### src/rtl/sys_ctrl_if.sv
// Bus bundle between the command sequencer and its RegFile, ALU and TX FIFO neighbours.
// master = sequencer side, slave = peripheral/stimulus side.
interface sys_ctrl_if #(
  parameter int DATA_WIDTH = 8,
  parameter int ADDR_WIDTH = 4,
  parameter int FUN_WIDTH  = 4
);
  logic [DATA_WIDTH-1:0]   RX_P_DATA;
  logic                    RX_D_VLD;
  logic [ADDR_WIDTH-1:0]   RF_Address;
  logic [DATA_WIDTH-1:0]   RF_WrData;
  logic                    RF_WrEn;
  logic                    RF_RdEn;
  logic [DATA_WIDTH-1:0]   RF_RdData;
  logic                    RF_RdData_Vaild;
  logic [FUN_WIDTH-1:0]    ALU_FUN;
  logic                    ALU_EN;
  logic                    ALU_CLK_EN;
  logic [2*DATA_WIDTH-1:0] ALU_OUT;
  logic                    ALU_OUT_VALID;
  logic [DATA_WIDTH-1:0]   TX_P_DATA;
  logic                    TX_D_VLD;
  logic                    FIFO_FULL;
  logic                    BUSY;
  logic                    CMD_ERR;

  modport master (
    input  RX_P_DATA, RX_D_VLD, RF_RdData, RF_RdData_Vaild, ALU_OUT, ALU_OUT_VALID, FIFO_FULL,
    output RF_Address, RF_WrData, RF_WrEn, RF_RdEn, ALU_FUN, ALU_EN, ALU_CLK_EN,
           TX_P_DATA, TX_D_VLD, BUSY, CMD_ERR
  );

  modport slave (
    output RX_P_DATA, RX_D_VLD, RF_RdData, RF_RdData_Vaild, ALU_OUT, ALU_OUT_VALID, FIFO_FULL,
    input  RF_Address, RF_WrData, RF_WrEn, RF_RdEn, ALU_FUN, ALU_EN, ALU_CLK_EN,
           TX_P_DATA, TX_D_VLD, BUSY, CMD_ERR
  );
endinterface

### src/rtl/sys_ctrl.sv
// Command sequencer: decodes RX command frames into RegFile/ALU operations and
// pushes response bytes into the TX FIFO. All outputs are registered.
module sys_ctrl #(
  parameter int DATA_WIDTH = 8,
  parameter int ADDR_WIDTH = 4,
  parameter int FUN_WIDTH  = 4,
  parameter int TIMEOUT    = 16
) (
  input logic         i_clk,
  input logic         i_rst,
  sys_ctrl_if.master  io_bus
);

  localparam logic [3:0] S_IDLE     = 4'd0;
  localparam logic [3:0] S_WR_ADDR  = 4'd1;
  localparam logic [3:0] S_WR_DATA  = 4'd2;
  localparam logic [3:0] S_RD_ADDR  = 4'd3;
  localparam logic [3:0] S_RD_WAIT  = 4'd4;
  localparam logic [3:0] S_TX_RF    = 4'd5;
  localparam logic [3:0] S_OP_A     = 4'd6;
  localparam logic [3:0] S_OP_B     = 4'd7;
  localparam logic [3:0] S_ALU_FN   = 4'd8;
  localparam logic [3:0] S_ALU_GO   = 4'd9;
  localparam logic [3:0] S_ALU_WAIT = 4'd10;
  localparam logic [3:0] S_TX_LSB   = 4'd11;
  localparam logic [3:0] S_TX_MSB   = 4'd12;

  localparam logic [DATA_WIDTH-1:0] CMD_WR     = DATA_WIDTH'(8'hAA);
  localparam logic [DATA_WIDTH-1:0] CMD_RD     = DATA_WIDTH'(8'hBB);
  localparam logic [DATA_WIDTH-1:0] CMD_ALU_OP = DATA_WIDTH'(8'hCC);
  localparam logic [DATA_WIDTH-1:0] CMD_ALU    = DATA_WIDTH'(8'hDD);

  localparam int            CW     = $clog2(TIMEOUT + 1);
  localparam logic [CW-1:0] C_LAST = CW'(TIMEOUT - 1);

  logic [3:0]            r_state;
  logic [3:0]            w_state_nxt;
  logic [CW-1:0]         r_cnt;
  logic [ADDR_WIDTH-1:0] r_addr;
  logic [DATA_WIDTH-1:0] r_wr_data;
  logic                  r_wr_en;
  logic                  r_rd_en;
  logic [FUN_WIDTH-1:0]  r_fun;
  logic                  r_alu_en;
  logic                  r_clk_en;
  logic [DATA_WIDTH-1:0] r_tx_data;
  logic [DATA_WIDTH-1:0] r_msb;
  logic                  r_tx_vld;
  logic                  r_busy;
  logic                  r_cmd_err;

  logic                  w_rx_vld;
  logic [DATA_WIDTH-1:0] w_rx;
  logic                  w_full;
  logic                  w_timeout;
  logic                  w_wait_state;

  assign w_rx_vld     = io_bus.RX_D_VLD;
  assign w_rx         = io_bus.RX_P_DATA;
  assign w_full       = io_bus.FIFO_FULL;
  assign w_timeout    = (r_cnt == C_LAST);
  assign w_wait_state = (r_state == S_RD_WAIT) || (r_state == S_ALU_WAIT);

  // A valid response beats a timeout that lands in the same cycle.
  always_comb begin
    w_state_nxt = r_state;
    case (r_state)
      S_IDLE:
        if (w_rx_vld) begin
          case (w_rx)
            CMD_WR:     w_state_nxt = S_WR_ADDR;
            CMD_RD:     w_state_nxt = S_RD_ADDR;
            CMD_ALU_OP: w_state_nxt = S_OP_A;
            CMD_ALU:    w_state_nxt = S_ALU_FN;
            default:    w_state_nxt = S_IDLE;
          endcase
        end
      S_WR_ADDR:  if (w_rx_vld) w_state_nxt = S_WR_DATA;
      S_WR_DATA:  if (w_rx_vld) w_state_nxt = S_IDLE;
      S_RD_ADDR:  if (w_rx_vld) w_state_nxt = S_RD_WAIT;
      S_RD_WAIT:
        if (io_bus.RF_RdData_Vaild) w_state_nxt = S_TX_RF;
        else if (w_timeout)         w_state_nxt = S_IDLE;
      S_TX_RF:    if (!w_full) w_state_nxt = S_IDLE;
      S_OP_A:     if (w_rx_vld) w_state_nxt = S_OP_B;
      S_OP_B:     if (w_rx_vld) w_state_nxt = S_ALU_FN;
      S_ALU_FN:   if (w_rx_vld) w_state_nxt = S_ALU_GO;
      S_ALU_GO:   w_state_nxt = S_ALU_WAIT;
      S_ALU_WAIT:
        if (io_bus.ALU_OUT_VALID) w_state_nxt = S_TX_LSB;
        else if (w_timeout)       w_state_nxt = S_IDLE;
      S_TX_LSB:   if (!w_full) w_state_nxt = S_TX_MSB;
      S_TX_MSB:   if (!w_full) w_state_nxt = S_IDLE;
      default:    w_state_nxt = S_IDLE;
    endcase
  end

  // TX_P_DATA only changes when a byte is actually pushed or captured, so it stays put while the FIFO is full.
  always_ff @(posedge i_clk) begin
    if (i_rst) begin
      r_state   <= S_IDLE;
      r_cnt     <= '0;
      r_addr    <= '0;
      r_wr_data <= '0;
      r_wr_en   <= 1'b0;
      r_rd_en   <= 1'b0;
      r_fun     <= '0;
      r_alu_en  <= 1'b0;
      r_clk_en  <= 1'b0;
      r_tx_data <= '0;
      r_msb     <= '0;
      r_tx_vld  <= 1'b0;
      r_busy    <= 1'b0;
      r_cmd_err <= 1'b0;
    end else begin
      r_state   <= w_state_nxt;
      r_busy    <= (w_state_nxt != S_IDLE);
      r_wr_en   <= 1'b0;
      r_rd_en   <= 1'b0;
      r_alu_en  <= 1'b0;
      r_tx_vld  <= 1'b0;
      r_cmd_err <= 1'b0;

      if (w_state_nxt != r_state) r_cnt <= '0;
      else if (w_wait_state)      r_cnt <= r_cnt + 1'b1;

      case (r_state)
        S_IDLE:
          if (w_rx_vld && (w_state_nxt == S_IDLE)) r_cmd_err <= 1'b1;
        S_WR_ADDR:
          if (w_rx_vld) r_addr <= w_rx[ADDR_WIDTH-1:0];
        S_WR_DATA:
          if (w_rx_vld) begin
            r_wr_data <= w_rx;
            r_wr_en   <= 1'b1;
          end
        S_RD_ADDR:
          if (w_rx_vld) begin
            r_addr  <= w_rx[ADDR_WIDTH-1:0];
            r_rd_en <= 1'b1;
          end
        S_RD_WAIT:
          if (io_bus.RF_RdData_Vaild) r_tx_data <= io_bus.RF_RdData;
          else if (w_timeout)         r_cmd_err <= 1'b1;
        S_TX_RF, S_TX_LSB:
          if (!w_full) r_tx_vld <= 1'b1;
        S_TX_MSB:
          if (!w_full) begin
            r_tx_data <= r_msb;
            r_tx_vld  <= 1'b1;
          end
        S_OP_A:
          if (w_rx_vld) begin
            r_addr    <= ADDR_WIDTH'(0);
            r_wr_data <= w_rx;
            r_wr_en   <= 1'b1;
          end
        S_OP_B:
          if (w_rx_vld) begin
            r_addr    <= ADDR_WIDTH'(1);
            r_wr_data <= w_rx;
            r_wr_en   <= 1'b1;
          end
        S_ALU_FN:
          if (w_rx_vld) begin
            r_fun    <= w_rx[FUN_WIDTH-1:0];
            r_clk_en <= 1'b1;
          end
        S_ALU_GO:
          r_alu_en <= 1'b1;
        S_ALU_WAIT:
          if (io_bus.ALU_OUT_VALID) begin
            r_tx_data <= io_bus.ALU_OUT[DATA_WIDTH-1:0];
            r_msb     <= io_bus.ALU_OUT[2*DATA_WIDTH-1:DATA_WIDTH];
            r_clk_en  <= 1'b0;
          end else if (w_timeout) begin
            r_cmd_err <= 1'b1;
            r_clk_en  <= 1'b0;
          end
        default: ;
      endcase
    end
  end

  assign io_bus.RF_Address = r_addr;
  assign io_bus.RF_WrData  = r_wr_data;
  assign io_bus.RF_WrEn    = r_wr_en;
  assign io_bus.RF_RdEn    = r_rd_en;
  assign io_bus.ALU_FUN    = r_fun;
  assign io_bus.ALU_EN     = r_alu_en;
  assign io_bus.ALU_CLK_EN = r_clk_en;
  assign io_bus.TX_P_DATA  = r_tx_data;
  assign io_bus.TX_D_VLD   = r_tx_vld;
  assign io_bus.BUSY       = r_busy;
  assign io_bus.CMD_ERR    = r_cmd_err;

endmodule

### src/flat_wrapper.sv
// flat-port wrapper written by rule: the top's interface ports become plain ports
module sys_ctrl_flat 
#(
  parameter int DATA_WIDTH = 8,
  parameter int ADDR_WIDTH = 4,
  parameter int FUN_WIDTH  = 4,
  parameter int TIMEOUT    = 16
)
  (i_clk, i_rst, io_bus_RX_P_DATA, io_bus_RX_D_VLD, io_bus_RF_RdData, io_bus_RF_RdData_Vaild, io_bus_ALU_OUT, io_bus_ALU_OUT_VALID, io_bus_FIFO_FULL, io_bus_RF_Address, io_bus_RF_WrData, io_bus_RF_WrEn, io_bus_RF_RdEn, io_bus_ALU_FUN, io_bus_ALU_EN, io_bus_ALU_CLK_EN, io_bus_TX_P_DATA, io_bus_TX_D_VLD, io_bus_BUSY, io_bus_CMD_ERR);
  sys_ctrl_if #(.DATA_WIDTH(DATA_WIDTH), .ADDR_WIDTH(ADDR_WIDTH), .FUN_WIDTH(FUN_WIDTH)) io_bus_i ();
  input logic i_clk;
  input logic i_rst;
  input wire logic [$bits(io_bus_i.RX_P_DATA)-1:0] io_bus_RX_P_DATA;
  input wire logic [$bits(io_bus_i.RX_D_VLD)-1:0] io_bus_RX_D_VLD;
  input wire logic [$bits(io_bus_i.RF_RdData)-1:0] io_bus_RF_RdData;
  input wire logic [$bits(io_bus_i.RF_RdData_Vaild)-1:0] io_bus_RF_RdData_Vaild;
  input wire logic [$bits(io_bus_i.ALU_OUT)-1:0] io_bus_ALU_OUT;
  input wire logic [$bits(io_bus_i.ALU_OUT_VALID)-1:0] io_bus_ALU_OUT_VALID;
  input wire logic [$bits(io_bus_i.FIFO_FULL)-1:0] io_bus_FIFO_FULL;
  output wire logic [$bits(io_bus_i.RF_Address)-1:0] io_bus_RF_Address;
  output wire logic [$bits(io_bus_i.RF_WrData)-1:0] io_bus_RF_WrData;
  output wire logic [$bits(io_bus_i.RF_WrEn)-1:0] io_bus_RF_WrEn;
  output wire logic [$bits(io_bus_i.RF_RdEn)-1:0] io_bus_RF_RdEn;
  output wire logic [$bits(io_bus_i.ALU_FUN)-1:0] io_bus_ALU_FUN;
  output wire logic [$bits(io_bus_i.ALU_EN)-1:0] io_bus_ALU_EN;
  output wire logic [$bits(io_bus_i.ALU_CLK_EN)-1:0] io_bus_ALU_CLK_EN;
  output wire logic [$bits(io_bus_i.TX_P_DATA)-1:0] io_bus_TX_P_DATA;
  output wire logic [$bits(io_bus_i.TX_D_VLD)-1:0] io_bus_TX_D_VLD;
  output wire logic [$bits(io_bus_i.BUSY)-1:0] io_bus_BUSY;
  output wire logic [$bits(io_bus_i.CMD_ERR)-1:0] io_bus_CMD_ERR;
  assign io_bus_i.RX_P_DATA = io_bus_RX_P_DATA;
  assign io_bus_i.RX_D_VLD = io_bus_RX_D_VLD;
  assign io_bus_i.RF_RdData = io_bus_RF_RdData;
  assign io_bus_i.RF_RdData_Vaild = io_bus_RF_RdData_Vaild;
  assign io_bus_i.ALU_OUT = io_bus_ALU_OUT;
  assign io_bus_i.ALU_OUT_VALID = io_bus_ALU_OUT_VALID;
  assign io_bus_i.FIFO_FULL = io_bus_FIFO_FULL;
  assign io_bus_RF_Address = io_bus_i.RF_Address;
  assign io_bus_RF_WrData = io_bus_i.RF_WrData;
  assign io_bus_RF_WrEn = io_bus_i.RF_WrEn;
  assign io_bus_RF_RdEn = io_bus_i.RF_RdEn;
  assign io_bus_ALU_FUN = io_bus_i.ALU_FUN;
  assign io_bus_ALU_EN = io_bus_i.ALU_EN;
  assign io_bus_ALU_CLK_EN = io_bus_i.ALU_CLK_EN;
  assign io_bus_TX_P_DATA = io_bus_i.TX_P_DATA;
  assign io_bus_TX_D_VLD = io_bus_i.TX_D_VLD;
  assign io_bus_BUSY = io_bus_i.BUSY;
  assign io_bus_CMD_ERR = io_bus_i.CMD_ERR;
  sys_ctrl #(.DATA_WIDTH(DATA_WIDTH), .ADDR_WIDTH(ADDR_WIDTH), .FUN_WIDTH(FUN_WIDTH), .TIMEOUT(TIMEOUT)) u_core (.i_clk(i_clk), .i_rst(i_rst), .io_bus(io_bus_i));
endmodule
### config.mk
export PLATFORM = sky130hd
export DESIGN_NAME = sys_ctrl_flat
export DESIGN_NICKNAME = d
export VERILOG_FILES = /design/src/rtl/sys_ctrl_if.sv /design/src/rtl/sys_ctrl.sv /design/src/flat_wrapper.sv
export SDC_FILE = /design/constraint.sdc
export NUM_CORES = 1
export LEC_CHECK = 0
export CORE_UTILIZATION = 40
export CTS_CLUSTER_DIAMETER = 200
export DETAILED_ROUTE_END_ITERATION = 10
export PLACE_DENSITY = 0.68
export SLEW_MARGIN = 0
export SYNTH_ARGS = -nofsm -noshare
export SYNTH_HDL_FRONTEND = slang
export SYNTH_SLANG_ARGS = --single-unit
### constraint.sdc
create_clock -name i_clk -period 2.35 [get_ports i_clk]
set_input_delay 0.235 -clock i_clk [delete_from_list [all_inputs] [get_ports i_clk]]
set_output_delay 0.235 -clock i_clk [all_outputs]
set_load 0.01 [all_outputs]
; Word level (Yosys, flattened, before mapping)
; Index checks and enable logic that the tools add are counted.
[op_classes]
add_sub_neg = 1
n_bitwise = 3
mux = 34
n_reduce_logical = 22
n_eq_ne = 26
[op_table]
columns = op, n
row1 = 4-bit two-way mux, 15
row2 = 4-bit case mux with 12 select lines, 1
row3 = "8-bit equality test, second input constant", 4
row4 = 8-bit two-way mux, 3
row5 = 8-bit case mux with 3 select lines, 1
row6 = "4-bit equality test, second input constant", 5
row7 = "4-bit by 3-bit equality test with 1-bit output, second input constant", 4
row8 = 4-bit case mux with 4 select lines, 1
row9 = "2-bit != test, second input constant", 6
row10 = 4-bit case mux with 3 select lines, 1
row11 = 2-bit OR reduction, 6
row12 = 1-bit two-way mux, 10
row13 = "4-bit by 2-bit equality test with 1-bit output, second input constant", 2
row14 = 4-bit logical NOT, 2
row15 = 4-bit AND reduction, 2
row16 = 2-bit AND reduction, 3
row17 = 3-bit nonzero test, 2
row18 = 3-bit OR reduction, 2
row19 = "5-bit by 1-bit adder with 5-bit output, second input constant", 1
row20 = "5-bit by 4-bit equality test with 1-bit output, second input constant", 1
row21 = "4-bit by 1-bit equality test with 1-bit output, second input constant", 1
row22 = 4-bit != test, 1
row23 = 4-bit nonzero test, 1
row24 = "3-bit by 2-bit != test with 1-bit output, second input constant", 1
row25 = 8 further kinds, 10
[word_totals]
wordCells = 100
out_inout_bits = 31
ff_bits = 48

; Logic depth before layout (Yosys ltp)
; Gate-level depths: netlist of the first run.
[depth]
ltp_word = 8
depth_mapped = 9
ltp_nobuf = 9

; Worst setup path after synthesis of the first run
; OpenSTA, ideal clock, no wires.
[synth_path]
path_kind = register to register
from = reg u_core.r_cnt[0]
to = reg u_core.r_cnt[4]
path_buffers = 0
setup_ps = 79
t_arrival_ps = 1866
path_stages_with_launch = 10
setup_slack_ps = 405
cell_sequence = dfxtp_1 ha_1 and3_1 ha_1 nor4bb_1 a211oi_2 o21bai_1 nor4_2 nand4_2 a211oi_2
[synth_via]
elab_chain_len = 6
elab_cells_between_ends = 8
classes_between = add/sub (1) / eq/ne (2) / mux (4) / reduce/logical (1)
[synth_rtl]
columns = element, line
row1 = "start, declared", sys_ctrl.sv:38  ; logic [CW-1:0] r_cnt;
row2 = "start signal, assigned", sys_ctrl.sv:125  ; else if (w_wait_state) r_cnt <= r_cnt + 1'b1;
row3 = 5-bit by 4-bit equality test with 1-bit output, sys_ctrl.sv:61  ; assign w_timeout = (r_cnt == C_LAST);
row4 = 4-bit two-way mux, "sys_ctrl.sv:83, sys_ctrl.sv:91"
row5 = 4-bit two-way mux (on tied branches), "sys_ctrl.sv:90, sys_ctrl.sv:82"
row6 = 4-bit case mux with 12 select lines, sys_ctrl.sv:67  ; case (r_state)
row7 = 4-bit != test, sys_ctrl.sv:124  ; if (w_state_nxt != r_state) r_cnt <= '0;
row8 = 2-bit OR reduction (no source line), --
; Parallel ways exist; a longest one is shown, timed or not.
; A chain may end at the register's enable or synchronous reset.

; Worst setup path in the final report of the first run
; Same ends and word-level chain as after synthesis.

==> impl_metrics.tcl, run 1 <==
set metrics [dict create \
    status "finished, final reports clean" \
    post_dp_cell_area_um2 3262 \
    seq_area_frac_synth_pct 38.36 \
    dieArea_um2 6583 \
    cts_tree "built" \
    cellLeakagePower_uw 0.001183 \
    vias 2422 \
    worst_pin_slew_ns 0.6899 \
    drt-total-wl_um 6767 \
    drc 0 \
    ys_types 58 \
    hpwl_um 4852 \
    synth-edff-count 0 \
    hp-start "u_core.r_msb[6]$_SDFFE_PP0P_" \
    max_stage_delay_ns 0.34 \
    powerDensity_nw_per_um2 484.7 \
    setup_viol 0 \
    min_period_over_period_pct 94.72 \
    required_ns 2.58 \
    syn-cell-area_um2 2505 \
    fin_skew_ns 0.009405 \
    dp_cells 431 \
    ant_nets 0 \
    report.final.slew_viol_count 0 \
    cts.clk_slew.worst_paths_ns 0.10 \
    ys_ff_latch 48 \
    min_period_ns 2.226 \
    die_h_um 81.14 \
    postCtsSetupBuffers 0 \
    ir_drop_uv 274.5 \
    grt_pass1_vias 2239 \
    grt_max_degree 44 \
    drive_above_1_share_pct 11.54 \
    max_freq_mhz 449.2 \
    slowest_stage "dfxtp_1" \
    maxCapViolCount 0 \
    r2r_start "u_core.r_cnt[0]$_SDFFE_PP0P_" \
    postCtsHoldBufs 0 \
    numCtsBuffers 5 \
    dr.pass1.iters 4 \
    hp-class "reg2reg" \
    coreArea_um2 5991 \
    placement_rows 28 \
    place_congestion 0.9095 \
    antenna_found_initial 0 \
    crit_chain "ha_1 -> and3_1 -> ha_1 -> nor4bb_1 -> a211oi_2 -> o21bai_1 -> nor4_2 -> nand4_2 -> a211oi_2" \
    die_x_um 81.14 \
    layout.cells.non_filler 439 \
    ys.warnings.count 0 \
    ys_top_cells_by_area "dfxtp_1 38%, nor2_1 6.9%, mux2i_1 6.0%" \
    io_pins 69 \
    cp-startpoint "u_core.r_cnt[0]$_SDFFE_PP0P_" \
    insertion_delay_ns 0.31 \
    whs_ns 0.4667 \
    clock_sinks 48 \
    track_usage_pct 21.65 \
    syn_area_per_cell_um2 8.491 \
    worst_setup_path_start_kind "register" \
    arrival_ns 2.46 \
    routedWlPerCell_um 15.41 \
    cp-end-kind "register" \
    clk_root_buffer_cell "clkbuf_8" \
    synthArstFlopShare_pct 0 \
    yosysTopAreaCellShare_pct 38.36 \
    layout_commonest_cell "clkdlybuf4s50_1" \
    yosysTopAreaCell "dfxtp_1" \
    synth_flop_cell "dfxtp_1" \
    worstPathMaxFanout 5 \
    synthToLayoutAreaGrowth_pct 34.22 \
    initialDrtViolationCount 209 \
    synth_nets 335 \
    cts_buffer_depth 2 \
    port_buffers 68 \
    post_cts_resized 0 \
    synth_cells 295 \
    design_area_um2 3362 \
    total_power_uw 1629 \
    final_cell_mix "68 x clkdlybuf4s50_1, 48 x dfxtp_1, 46 x nor2_1" \
    finalHoldViolCount 0 \
    n_antenna_cell 0 \
    post_drt_via_cell_ratio 5.517 \
    worstSetupPathType "reg2reg" \
    start_util_pct 41.81 \
    cts_max_level 2 \
    grt_overflow 0 \
    grt_pass1_wl_um 10870 \
    timing.slew.headroom_pct 53.95 \
    fin_nets 403 \
]
metal layers:
layer,wire length [um],global-route usage (%)
met3,492,5.730
met5,0,0
met4,76,6.250
met2,2994,31.85
met1,3203,30.67
path summary, 6_finish.rpt:
check	cells after the start	slack (ns)	endpoint
worst max register to register	9	0.12	u_core.r_cnt[4]$_SDFFE_PP0P_
worst min register to register	2	0.47	u_core.r_msb[6]$_SDFFE_PP0P_
worst min-delay path	2	0.47	u_core.r_msb[6]$_SDFFE_PP0P_
worst max-delay path	9	0.12	u_core.r_cnt[4]$_SDFFE_PP0P_
through the flow:
step	setup TNS (ns)	util [%]	setup WS (ns)
2_1_floorplan	0	-	0.4047
3_3_place_gp	0	54.45	0.1433
3_5_place_dp	0	54.45	0.1311
4_1_cts	0	56.06	0.1541
5_1_grt	-0.01981	56.12	-0.01981
6_report	0	56.12	0.1240
cell type report:
type | count | area, um2
fillers | 556 | 2629
multi-input cells | 219 | 1391
flip-flops and latches | 48 | 960.9
repair buffers | 84 | 800.8
well taps | 75 | 93.84
clock buffers | 6 | 82.58
inverters | 5 | 18.77
clock inverters | 2 | 13.76
worst max-delay path: cells and delay by family, from the launching register on:
family                     cells  cell delay (ns)
DFF                            1             0.34
adders and majority gates      2             0.46
and+or+nand+nor                4             0.82
AOI/OAI and AO/OA              3             0.52
cell families (layout without fill, tap and decap cells):
logic type | after synthesis | after routing | synth area share [%]
AOI/OAI and AO/OA | 64 | 64 | 19.83
xor gates and xnor gates | 4 | 4 | 1.399
adders and majority gates | 2 | 2 | 0.9988
buffers and inverters | 28 | 97 | 6.244
DFF | 48 | 48 | 38.36
muxes | 16 | 16 | 6.443
and+or+nand+nor | 133 | 133 | 26.72
registers in the layout, indices dropped and copies added (netlist names), 4 cells and up:
| signal | cells |
|---|---|
| u_core.r_state | 4 |
| u_core.io_bus.RF_Address | 4 |
| u_core.io_bus.RF_WrData | 8 |
| u_core.io_bus.ALU_FUN | 4 |
| u_core.r_msb | 8 |
| u_core.r_cnt | 5 |
| u_core.io_bus.TX_P_DATA | 8 |
report_power, final:
group | internal [uW] | leakage, uW | switching, uW
Combinational | 131 | 0.000743 | 117
Sequential | 829 | 0.000388 | 19.3
Clock | 241 | 0.0000516 | 292
synth_stat cells, drive strengths merged (3+ instances only):
| library cell | count |
|---|---|
| and4bb | 3 |
| nand3 | 14 |
| mux2i | 15 |
| and3 | 5 |
| nand4 | 5 |
| a22oi | 12 |
| nor3 | 4 |
| a21oi | 16 |
| a311oi | 9 |
| o21ai | 4 |
| nand2b | 6 |
| dfxtp | 48 |
| nor2b | 5 |
| clkbuf | 6 |
| a211oi | 5 |
| inv | 5 |
| nor2 | 47 |
| buf | 17 |
| nand2 | 30 |
Power figures use the tool's default switching activity.
==> inputs of run 2 (changes only) <==
--- a/config.mk
+++ b/config.mk
@@ -5,9 +5,11 @@
 export SDC_FILE = /design/constraint.sdc
 export NUM_CORES = 1
 export LEC_CHECK = 0
+export CORE_MARGIN = 2
 export CORE_UTILIZATION = 40
 export CTS_CLUSTER_DIAMETER = 200
 export DETAILED_ROUTE_END_ITERATION = 10
+export MAX_ROUTING_LAYER = met4
 export PLACE_DENSITY = 0.68
 export SLEW_MARGIN = 0
 export SYNTH_ARGS = -nofsm -noshare
==> impl_metrics.tcl, run 2 (synthesis results as in run 1) <==
set metrics [dict create \
    cp-end-kind "register" \
    cts_tree "built" \
    finalHoldViolCount 0 \
    grt_max_degree 44 \
    clock_sinks 48 \
    post-place-ws_ns 0.1233 \
    regToRegSetupSlack_ns 0.15 \
    fin_skew_ns 0.01027 \
    postCtsHoldBufs 0 \
    hp-class "reg2reg" \
    grt_overflow 0 \
    io_pins 69 \
    timing.slew.headroom_pct 56.13 \
    track_usage_pct 19.73 \
    clk_root_buffer_cell "clkbuf_8" \
    post_drt_via_cell_ratio 5.486 \
    worstSetupPathType "reg2reg" \
    cts_max_level 2 \
    dieArea_um2 6911 \
    cts.clk_slew.worst_paths_ns 0.09 \
    report.final.slew_viol_count 0 \
    max_stage_delay_ns 0.74 \
    synthToLayoutAreaGrowth_pct 33.67 \
    worst_setup_path_start_kind "register" \
    max_freq_mhz 455.1 \
    port_buffers 68 \
    tns_ns 0 \
    fin_ws_ns 0.1525 \
    postCtsSetupBuffers 0 \
    grt_pass1_vias 2250 \
    worst_pin_slew_ns 0.6572 \
    die_h_um 83.14 \
    drt-total-wl_um 6651 \
    worstPathMaxFanout 18 \
    cellLeakagePower_uw 0.001170 \
    required_ns 2.57 \
    crit_chain "buf_4 -> and2_1 -> and3_1 -> o31ai_1 -> nor4_2 -> nand4_2 -> a211oi_2" \
    placement_rows 28 \
    hpwl_um 4869 \
    place_congestion 0.8929 \
    min_period_ns 2.197 \
    ant_nets 0 \
    routedWlPerCell_um 15.18 \
    insertion_delay_ns 0.30 \
    n_antenna_cell 0 \
    slowest_stage "dfxtp_1" \
    dr.pass1.iters 4 \
    fin_nets 402 \
    status "finished, final reports clean" \
    start_util_pct 41.81 \
    final_cell_mix "68 x clkdlybuf4s50_1, 48 x dfxtp_1, 46 x nor2_1" \
    cts_buffer_depth 2 \
    coreArea_um2 5991 \
    ir_drop_uv 366.3 \
    initialDrtViolationCount 162 \
    layout_commonest_cell "clkdlybuf4s50_1" \
    drc 0 \
    arrival_ns 2.42 \
    antenna_found_initial 0 \
    powerDensity_nw_per_um2 483.0 \
    maxCapViolCount 0 \
    min_period_over_period_pct 93.51 \
    numCtsBuffers 5 \
    grt_pass1_wl_um 10940 \
    post_cts_resized 0 \
    drive_above_1_share_pct 10.74 \
    vias 2403 \
    die_x_um 83.14 \
    setup_viol 0 \
    rsz0062_at_grt "false" \
]
==> run 2: area by class of cell <==
class                      instances  area, um2
multi-input combinational        219       1388
clock buffer                       7      86.33
clock inverter                     1      7.507
timing repair buffer              83      793.3
inverter                           5      18.77
sequential                        48      960.9
tap                               75      93.84
fill                             547       2643
==> run 2: worst paths after layout <==
check,startpoint,end,cells after the start
worst max register to register,u_core.r_state[1]$_SDFF_PP0_,u_core.r_cnt[4]$_SDFFE_PP0P_,7
worst min-delay path,u_core.io_bus.ALU_CLK_EN$_SDFFE_PP0P_,u_core.io_bus.ALU_CLK_EN$_SDFFE_PP0P_,2
worst min register to register,u_core.io_bus.ALU_CLK_EN$_SDFFE_PP0P_,u_core.io_bus.ALU_CLK_EN$_SDFFE_PP0P_,2
worst max-delay path,u_core.r_state[1]$_SDFF_PP0_,u_core.r_cnt[4]$_SDFFE_PP0P_,7
==> run 2: power breakdown <==
part / internal, uW / switching [uW] / leakage (uW)
clock network: 240 / 285 / 0.0000445
logic: 129 / 113 / 0.000738
registers: 829 / 21.9 / 0.000388
==> run 2: worst max-delay path: cells and delay by family (launching register included) <==
family | cells | cell delay [ns]
flip-flops | 1 | 0.74
buffers and inverters | 1 | 0.25
AO/OA/AOI/OAI | 2 | 0.29
AND/OR/NAND/NOR | 4 | 0.84
==> run 2: through the flow <==
step	instance area, um2	hold WS, ns	power (uW)	cells	util (%)
global placement	3254	0.4463	1110	430	54.32
floorplan	2505	0.3789	985.4	295	-
detailed placement	3254	0.4580	1109	430	54.32
CTS	3348	0.4711	1638	438	55.89
finish	3348	0.4657	1617	438	55.89
global route	3348	0.4845	1681	438	55.89
==> run 2: layer usage <==
metal / GRT usage [%] / share of wire (%) / up-vias
li1: - / - / 1190
met1: 27.12 / 47 / 1106
met2: 28.74 / 43 / 98
met3: 4.871 / 8.4 / 9
met4: 5.812 / 1.4 / 0
met5: - / 0 / -
